`src/rtl/stopwatch_core.sv`:
```
// MM:SS.cc BCD stopwatch counting rising edges of the 100 Hz prescaler output,
// with run/stop, lap freeze and clear driven by one-cycle button pulses.
module stopwatch_core (
  input  logic       sysclk,
  input  logic       i_rst_n,
  input  logic       i_100hz_clk,
  input  logic       i_start_stop,
  input  logic       i_lap_clr,
  output logic [3:0] o_cs_ones,
  output logic [3:0] o_cs_tens,
  output logic [3:0] o_s_ones,
  output logic [3:0] o_s_tens,
  output logic [3:0] o_m_ones,
  output logic [3:0] o_m_tens,
  output logic       o_running,
  output logic       o_lap,
  output logic       o_tick
);

  typedef enum logic [1:0] {
    S_IDLE,
    S_RUN,
    S_STOP,
    S_LAP
  } state_t;

  state_t      r_state;
  state_t      w_state_nxt;
  logic        r_prev;
  logic        r_tick;
  logic        w_tick;
  logic        w_count;
  logic        w_latch;
  logic        w_clear;
  logic [23:0] r_live;
  logic [23:0] r_lap;
  logic [23:0] w_live_inc;
  logic [23:0] w_disp;
  logic [5:0]  w_en;

  // Digit packing, LSB first: cs_ones, cs_tens, s_ones, s_tens, m_ones, m_tens.
  function automatic logic [3:0] bcd_next(input logic [3:0] d,
                                          input logic [3:0] lim,
                                          input logic       en);
    if (!en)
      return d;
    else if (d == lim)
      return 4'd0;
    else
      return d + 4'd1;
  endfunction

  assign w_tick = i_100hz_clk & ~r_prev;

  // Each digit steps only when every lower digit sits at its wrap value.
  assign w_en[0] = 1'b1;
  assign w_en[1] = w_en[0] & (r_live[3:0]   == 4'd9);
  assign w_en[2] = w_en[1] & (r_live[7:4]   == 4'd9);
  assign w_en[3] = w_en[2] & (r_live[11:8]  == 4'd9);
  assign w_en[4] = w_en[3] & (r_live[15:12] == 4'd5);
  assign w_en[5] = w_en[4] & (r_live[19:16] == 4'd9);

  assign w_live_inc = {bcd_next(r_live[23:20], 4'd5, w_en[5]),
                       bcd_next(r_live[19:16], 4'd9, w_en[4]),
                       bcd_next(r_live[15:12], 4'd5, w_en[3]),
                       bcd_next(r_live[11:8],  4'd9, w_en[2]),
                       bcd_next(r_live[7:4],   4'd9, w_en[1]),
                       bcd_next(r_live[3:0],   4'd9, w_en[0])};

  assign w_count = w_tick & ((r_state == S_RUN) | (r_state == S_LAP));

  always_comb begin
    w_state_nxt = r_state;
    w_latch     = 1'b0;
    w_clear     = 1'b0;
    case (r_state)
      S_IDLE: begin
        if (i_start_stop)
          w_state_nxt = S_RUN;
      end
      S_RUN: begin
        if (i_start_stop) begin
          w_state_nxt = S_STOP;
        end else if (i_lap_clr) begin
          w_state_nxt = S_LAP;
          w_latch     = 1'b1;
        end
      end
      S_LAP: begin
        if (i_start_stop)
          w_state_nxt = S_STOP;
        else if (i_lap_clr)
          w_state_nxt = S_RUN;
      end
      S_STOP: begin
        if (i_start_stop) begin
          w_state_nxt = S_RUN;
        end else if (i_lap_clr) begin
          w_state_nxt = S_IDLE;
          w_clear     = 1'b1;
        end
      end
      default: w_state_nxt = S_IDLE;
    endcase
  end

  always_ff @(posedge sysclk or negedge i_rst_n) begin
    if (!i_rst_n) begin
      r_state <= S_IDLE;
      r_prev  <= 1'b1;
      r_tick  <= 1'b0;
    end else begin
      r_state <= w_state_nxt;
      r_prev  <= i_100hz_clk;
      r_tick  <= w_tick;
    end
  end

  // Latch takes the pre-increment value when a tick lands on lap entry.
  always_ff @(posedge sysclk or negedge i_rst_n) begin
    if (!i_rst_n) begin
      r_live <= '0;
      r_lap  <= '0;
    end else if (w_clear) begin
      r_live <= '0;
      r_lap  <= '0;
    end else begin
      if (w_count)
        r_live <= w_live_inc;
      if (w_latch)
        r_lap <= r_live;
    end
  end

  assign w_disp = (r_state == S_LAP) ? r_lap : r_live;

  assign o_cs_ones = w_disp[3:0];
  assign o_cs_tens = w_disp[7:4];
  assign o_s_ones  = w_disp[11:8];
  assign o_s_tens  = w_disp[15:12];
  assign o_m_ones  = w_disp[19:16];
  assign o_m_tens  = w_disp[23:20];
  assign o_running = (r_state == S_RUN) | (r_state == S_LAP);
  assign o_lap     = (r_state == S_LAP);
  assign o_tick    = r_tick;

endmodule

```
`config.mk`:
```
export PLATFORM = sky130hd
export DESIGN_NAME = stopwatch_core
export DESIGN_NICKNAME = d
export VERILOG_FILES = /design/src/rtl/stopwatch_core.sv
export SDC_FILE = /design/constraint.sdc
export NUM_CORES = 1
export LEC_CHECK = 0
export ABC_AREA = 1
export BUFFER_PORTS_ARGS = -buffer_cell sky130_fd_sc_hd__buf_2
export CAP_MARGIN = 15
export CORE_ASPECT_RATIO = 1.1
export CORE_MARGIN = 1
export CORE_UTILIZATION = 58
export DETAILED_ROUTE_END_ITERATION = 8
export PLACE_DENSITY = 0.9
export REMOVE_ABC_BUFFERS = 1
export SYNTH_ARGS = -nofsm -noshare
export SYNTH_HDL_FRONTEND = slang
export SYNTH_SLANG_ARGS = --single-unit
```
`constraint.sdc`:
```
create_clock -name sysclk -period 1.66 [get_ports sysclk]
set_clock_uncertainty 0.05 [all_clocks]
set_input_delay 0.083 -clock sysclk [delete_from_list [all_inputs] [get_ports sysclk]]
set_output_delay 0.083 -clock sysclk [all_outputs]
set_load 0.01 [all_outputs]
```
* Yosys cells after proc, flatten, opt, wreduce, memory -nomap -nowiden
Cells that the tools add are included.
Storage, ports and cells: register bits after elaboration 52, bits in latches 0, bits in writable memories 0, bits in read-only memories 0, input bits 5, output and inout bits 27, word-level logic and storage cells 79, memories kept 0
Operators by class: add/subtract/negate cells 6, multipliers 0, div/mod/pow operators 0, $lt $le $gt $ge 0, equality and inequality tests 13, shifts and indexed selects 0, muxes and demuxes 28, bitwise gates (word level) 8, reductions and logical operators 14
Operator list (count):
- 24-bit two-way mux | 5
- 4-bit two-way mux | 11
- 4-bit by 1-bit adder with 4-bit output, second input constant | 6
- 4-bit equality test, second input constant | 4
- 2-bit two-way mux | 7
- 2-bit nonzero test | 7
- 2-bit AND reduction | 5
- 3-bit != test, second input constant | 3
- 4-bit by 3-bit equality test with 1-bit output, second input constant | 2
- 2-bit case mux with 4 select lines | 1
- 1-bit bitwise AND | 6
- 2-bit equality test, second input constant | 2
- 1-bit two-way mux | 4
- 4-bit AND reduction | 1
- 2-bit by 1-bit equality test with 1-bit output, second input constant | 1
- 2-bit logical NOT | 1
- 2-bit != test, second input constant | 1
- 1-bit inverter | 1
- 1-bit bitwise OR | 1

* Longest topological paths before layout
Gate-level depths: netlist of the first run.
depth in word-level cells 8, gate-level depth with buffers 10, gate-level depth less buffers 9

* Least setup slack after synthesis of the first run
Ideal clock, no wire load.
path type register -> register, start register r_live[1], end register r_live[20], library setup time 0.118 ns, arrival time 1.290 ns, required time 1.492 ns, slack 0.202 ns, cell stages (with the launch flop) 11, path buffers 1, period minus slack after synthesis 1.458 ns, path through dfrtp_1 -> inv_1 -> ha_1 -> nand3_2 -> nor2_2 -> nand2_2 -> nand2_4 -> buf_6 -> nand3_4 -> nand2_1 -> nand2_1
On the way: word-level cells in the longest chain between the ends 7
Ends and longest elaborated chain:
- start: declaration | line 35 | logic [23:0] r_live;
- start signal: assignment | line 129 | r_live <= w_live_inc;
- 4-bit equality test | line 57 | assign w_en[1] = w_en[0] & (r_live[3:0] == 4'd9);
- 1-bit bitwise AND | line 58 | assign w_en[2] = w_en[1] & (r_live[7:4] == 4'd9);
- 1-bit bitwise AND | line 59 | assign w_en[3] = w_en[2] & (r_live[11:8] == 4'd9);
- 1-bit bitwise AND | line 60 | assign w_en[4] = w_en[3] & (r_live[15:12] == 4'd5);
- 1-bit bitwise AND | line 61 | assign w_en[5] = w_en[4] & (r_live[19:16] == 4'd9);
- 2-bit nonzero test (no source line)
- 2-bit AND reduction (no source line)
No other way between the ends. A chain may end at the register's enable or synchronous reset.

* Final worst setup path of the first run
start register r_live[1], end register r_live[18]
On the way: word-level cells in the longest chain between the ends 6
Ends and longest elaborated chain (line):
- 4-bit equality test | 57
- 1-bit bitwise AND | 58
- 1-bit bitwise AND | 59
- 1-bit bitwise AND | 60
- 2-bit nonzero test (no source line)
- 2-bit AND reduction (no source line)
No other way between the ends.

==> flow_summary.toml, run 1 <==
[clock_network]
clkLatencyLatePin_ns = 0.31
clk_pin_slew_ns = 0.10
numCtsBuffers = 5
cts_root_buf = "clkbuf_8"
h-tree-depth = 2
cts_tree = "done"
cts_sinks = 52
clockBufferDepth = 2

[yosys]
synth.top_cell.area_share_pct = 44.6
synthMostInstantiatedCell = "nand2_1"
seq_area_frac_synth_pct = 45.6
synth_ff_type = "dfrtp_1"
async_reset_ff_share_pct = 100
yosys.area.top_type = "dfrtp_1"
ys_seq_elements = 52
syn_area_per_cell_sq_um = 8.41
synth_cells = 340
syn_area_sq_um = 2860
synth_edf_count = 0
synth_warnings = 0
synth_cell_types = 33
synth_area_leaders = "dfrtp_1, nand2_1, inv_1"
yosys-top-cells-count = "nand2_1, inv_1, dfrtp_1"

[placed_design]
dp_hpwl_um = 4000
routabilityCongestion = 0.828
io_buffers = 31

[floorplan]
fp.dieH_um = 75.6
ioPinCount = 32
dieWidth_um = 68.9
dieArea_sq_um = 5210
core-area_sq_um = 4680
fp-row-count = 26
start_util_pct = 61.0

[final_layout]
fill_cells = 351
antennaDiodeCount = 0
final_nets = 404
drive_gt1_share_pct = 21.6
fin_util_pct = 70.9
areaGrowthSynthToFinish_pct = 16.1

[worst_setup_path]
worstSetupStartpointType = "flip-flop"
crit_arrival_ns = 1.72
crit_chain = "inv_2 > ha_2 > nand3_2 > nor2_2 > nand2_2 > nand2_4 > nand2_4 > nand2_1 > o21ai_1"
critPathKind = "reg -> reg"
end_kind = "flip-flop"
cp.buffers_inverters = 1
critPathMaxStageDelay_ns = 0.42
critical_path.top_delay_family = "simple AND/OR/NAND/NOR gates"
worstPathMaxFanout = 8
cp_common_cell = "nand2_4"
crit_slowest_cell = "dfrtp_1"
cp.required_ns = 1.82

[sta]
hold_viol_final = 0
fin_crit_sh_pct = 94.3
setup_viol = 0
slew_headroom_pct = 79.8
min_period_ns = 1.57
maxSlewViolCount = 0
fmax_mhz = 639
grt_setup_unrepaired = "false"
tightest_slew_ns = 0.304
whs_ns = 0.0426

[detailed_routing]
vias = 2422
viasPerCell = 5.45
wl_per_cell_um = 14.2
dr.pass1.iters = 4
ant_nets = 0
remaining_drc_errors = 0
drt_iter0_markers = 290
totalWireLength_um = 6310

[grt]
grt_pass1_vias = 2281
grt_util_all_layers_pct = 26.0
grt_pass1_wl_um = 9990
antenna_found_initial = 0
gr-total-overflow = 0
grt_max_degree = 53

[power]
p_int_mw = 2.80
ir_drop_mv = 0.765
combPwrFrac_pct = 44.3
power_mw = 4.75
clockPowerShare_pct = 14.8
power_density_nw_per_um2 = 1430
switching_power_mw = 1.95
p_leak_nw = 1.71
seqPwrFrac_pct = 40.9
switching_share_pct = 41.0

[worst_hold_path]
hold_path.class = "in -> reg"

[flow_run]
drv_cap = 0

[status]
status = "finished clean"
metrics by stage:
step | setup WS, ns | TNS [ns] | cells | area, sq um
finish | 0.0943 | 0 | 444 | 3320
global route | 0.00501 | 0 | 444 | 3320
CTS | 0.0256 | 0 | 436 | 3220
detailed placement | 0.106 | 0 | 425 | 3110
global placement | 0.188 | 0 | 425 | 3110
floorplan | -0.191 | -4.66 | 325 | 2760
worst min-delay path, stage by stage:
cell	delay, ns
buf_2	0.12
nor2_1	0.05
o2bb2ai_1	0.11
logic make-up (layout without fill, tap and decap cells):
logic type / Yosys count / count (layout) / synth area share, %
XOR/XNOR: 9 / 9 / 2.76
AND/OR/NAND/NOR: 127 / 127 / 22.0
adder cells (fa/ha/maj): 12 / 12 / 5.25
flip-flops: 52 / 52 / 45.6
buffers and inverters: 72 / 120 / 10.9
AO/OA/AOI/OAI: 68 / 68 / 13.5
path summary, 6_finish.rpt:
check | from | endpoint | slack, ns | cells after the start
setup / recovery | r_live[1] | r_live[18] | 0.09 | 9
hold / removal | i_lap_clr | r_state[1] | 0.04 | 3
setup reg to reg | r_live[1] | r_live[18] | 0.09 | 9
hold reg to reg | r_lap[10] | r_lap[10] | 0.47 | 2
max in group asynchronous | i_rst_n | r_prev | 1.03 | 3
min in group asynchronous | i_rst_n | r_live[21] | 0.23 | 3
power groups by stage:
stage | clock [mW] | sequential, mW | combinational [mW]
6_report | 0.702 | 1.94 | 2.11
5_1_grt | 0.760 | 1.98 | 2.37
4_1_cts | 0.714 | 1.93 | 1.91
3_5_place_dp | 0 | 1.95 | 1.88
3_3_place_gp | 0 | 1.92 | 1.81
2_1_floorplan | 0 | 1.90 | 1.19
per-layer routing:
layer | GRT usage, % | up-vias | share of wire (%)
met3 | 5.84 | 9 | 5.1
li1 | - | 1194 | -
met5 | 0 | - | 0
met1 | 32.2 | 1148 | 43
met4 | 9.07 | 0 | 1.3
met2 | 44.6 | 71 | 51
flip-flops by register name, summed over array words and instances (netlist names):
signal / flops
r_prev: 1
r_live: 24
o_tick: 1
r_state: 2
r_lap: 24
area by class of cell:
cell class                      instances  area, sq um  share of cell area [%]
Multi-Input combinational cell        216         1260                    38.1
Inverter                               57          214                    6.45
Timing Repair Buffer                   55          385                    11.6
Clock buffer                            8         80.1                    2.41
Tap cell                               56         70.1                    2.11
Sequential cell                        52         1310                    39.4
layout by cell type (no fill, tap or decap), drive strengths merged:
master,Yosys,routed
nand2,70,70
inv,57,57
dfrtp,51,51
buf,10,51
o21ai,43,43
nand3,25,25
o22ai,21,21
nor2,18,18
ha,12,12
nand4,9,9
clkbuf,5,9
xor2,8,8
a21oi,3,3
dlygate4sd3,0,3
or2,2,2
nor3,2,2
and3,1,1
xnor2,1,1
o2bb2ai,1,1
dfstp,1,1
what timing repair did:
action,in CTS,in global routing
endpoints found under the setup margin,22,34
gates cloned,0,1
pin swaps,0,2
buffers inserted,0,7
gates resized for setup,2,9
hold buffers,3,0
hold endpoints to repair,55,0
(Power assumes the default switching activity.)
==> inputs of run 2 (changes only) <==
--- a/config.mk
+++ b/config.mk
@@ -6,13 +6,13 @@
 export NUM_CORES = 1
 export LEC_CHECK = 0
 export ABC_AREA = 1
-export BUFFER_PORTS_ARGS = -buffer_cell sky130_fd_sc_hd__buf_2
 export CAP_MARGIN = 15
 export CORE_ASPECT_RATIO = 1.1
 export CORE_MARGIN = 1
-export CORE_UTILIZATION = 58
+export CORE_UTILIZATION = 60
 export DETAILED_ROUTE_END_ITERATION = 8
-export PLACE_DENSITY = 0.9
+export DONT_BUFFER_PORTS = 1
+export PLACE_DENSITY = 0.87
 export REMOVE_ABC_BUFFERS = 1
 export SYNTH_ARGS = -nofsm -noshare
 export SYNTH_HDL_FRONTEND = slang
==> flow_summary.toml, run 2 (same netlist as run 1, synthesis figures left out) <==
[worst_setup_path]
critPathKind = "reg -> out"
critPathLaunch = "r_state[0]"
r2r-end = "r_live[17]"
cp.required_ns = 1.53
worstRegToRegCells = 9
end_kind = "primary output"
rrSetupSlack_ns = 0.08
worstSetupStartpointType = "flip-flop"
r2r_start = "r_live[9]"
worstSetupEndpoint = "o_cs_tens[2]"
worstPathMaxFanout = 23
crit_arrival_ns = 1.47

[detailed_routing]
drt_iter0_markers = 155
vias = 2323
remaining_drc_errors = 0
wl_per_cell_um = 13.6
dr.pass1.iters = 4
totalWireLength_um = 5830
ant_nets = 0
viasPerCell = 5.40

[placed_design]
io_buffers = 0
dp_hpwl_um = 3880
routabilityCongestion = 0.827
dp_slack_ns = 0.0581

[power]
combPwrFrac_pct = 43.3
switching_share_pct = 40.2
seqPwrFrac_pct = 40.8
switching_power_mw = 1.90
clockPowerShare_pct = 16.0
power_density_nw_per_um2 = 1430
p_int_mw = 2.83
p_leak_nw = 1.67
ir_drop_mv = 1.07

[floorplan]
dieArea_sq_um = 5050
core-area_sq_um = 4440
fp-row-count = 25
start_util_pct = 64.4
fp.dieH_um = 74.4
ioPinCount = 32
dieWidth_um = 67.8

[sta]
hold_viol_final = 0
min_period_ns = 1.60
tightest_slew_ns = 0.275
maxSlewViolCount = 0
fin_crit_sh_pct = 96.6
whs_ns = 0.0396
setup_viol = 0
grt_setup_unrepaired = "true"
fmax_mhz = 623
slew_headroom_pct = 81.7
fin_ws_ns = 0.0559

[grt]
grt_util_all_layers_pct = 24.8
grt_max_degree = 53
gr-total-overflow = 0
antenna_found_initial = 0
grt_pass1_wl_um = 9340
grt_pass1_vias = 2170

[clock_network]
clkLatencyLatePin_ns = 0.31
cts_sinks = 52
cts_tree = "done"
cts_root_buf = "clkbuf_8"
numCtsBuffers = 5
clk_pin_slew_ns = 0.09
h-tree-depth = 2
clockBufferDepth = 2

[final_layout]
areaGrowthSynthToFinish_pct = 15.3
antennaDiodeCount = 0
layout_commonest_cell = "nand2_1"
final_nets = 392
largestRegisters = "r_lap x24, r_live x24, r_state x2"
drive_gt1_share_pct = 18.6
final_cell_mix = "nand2_1, inv_1, dfrtp_1"

[status]
status = "finished clean"

[worst_hold_path]
hold_path.class = "in -> reg"

[flow_run]
drv_cap = 0
## run 2: repair_timing
action                                  CTS  global route
gates resized for setup                   0             6
endpoints found under the hold margin    56             0
endpoints found under the setup margin    0            35
hold buffers                              5             0
buffers inserted                          0             4
## run 2: cell type report
class                           instances  area (sq um)
Clock buffer                            6          82.6
Clock inverter                          2          10.0
Fill cell                             309          1140
Sequential cell                        52          1300
Inverter                               57           214
Tap cell                               54          67.6
Multi-Input combinational cell        216          1250
Timing Repair Buffer                   43           373
## run 2: through the flow
step	std cells	setup TNS, ns	utilization [%]	power, mW	instance area, sq um
floorplan	325	-4.66	-	3.09	2760
global placement	413	0	69.4	3.77	3080
detailed placement	413	0	69.4	3.86	3080
CTS	426	0	73.0	4.65	3240
global route	430	-0.0973	74.2	5.05	3300
finish	430	0	74.2	4.73	3300
## run 2: power by group through the flow
stage	clock network, mW	registers, mW	logic (mW)
finish	0.755	1.93	2.05
global route	0.807	1.97	2.27
CTS	0.759	1.92	1.97
detailed placement	0	1.94	1.91
global placement	0	1.92	1.85
floorplan	0	1.90	1.19
## run 2: worst min-delay path by stage
stage                endpoint   startpoint  slack, ns  cells after the start
finish              r_live[0]  i_100hz_clk       0.04                      3
global route        r_live[0]  i_100hz_clk       0.04                      3
CTS                 r_live[0]  i_100hz_clk       0.03                      3
detailed placement  r_lap[14]      i_rst_n      -0.26                      0
global placement    r_lap[14]      i_rst_n      -0.26                      0
floorplan              o_tick      i_rst_n      -0.26                      0
## run 2: routing by layer
layer	track usage [%]	up-vias	wire, um
met1	31.7	1093	2620
met2	40.6	47	2900
met4	10.2	0	93
met5	0	-	0
li1	-	1174	-
met3	5.67	9	212
## run 2: worst max-delay path, stage by stage (launching register included)
cell and delay (ns):
dfrtp_2 0.47, nand2_1 0.17, buf_6 0.21, nand2_1 0.09
o21ai_0 0.08, buf_4 0.15
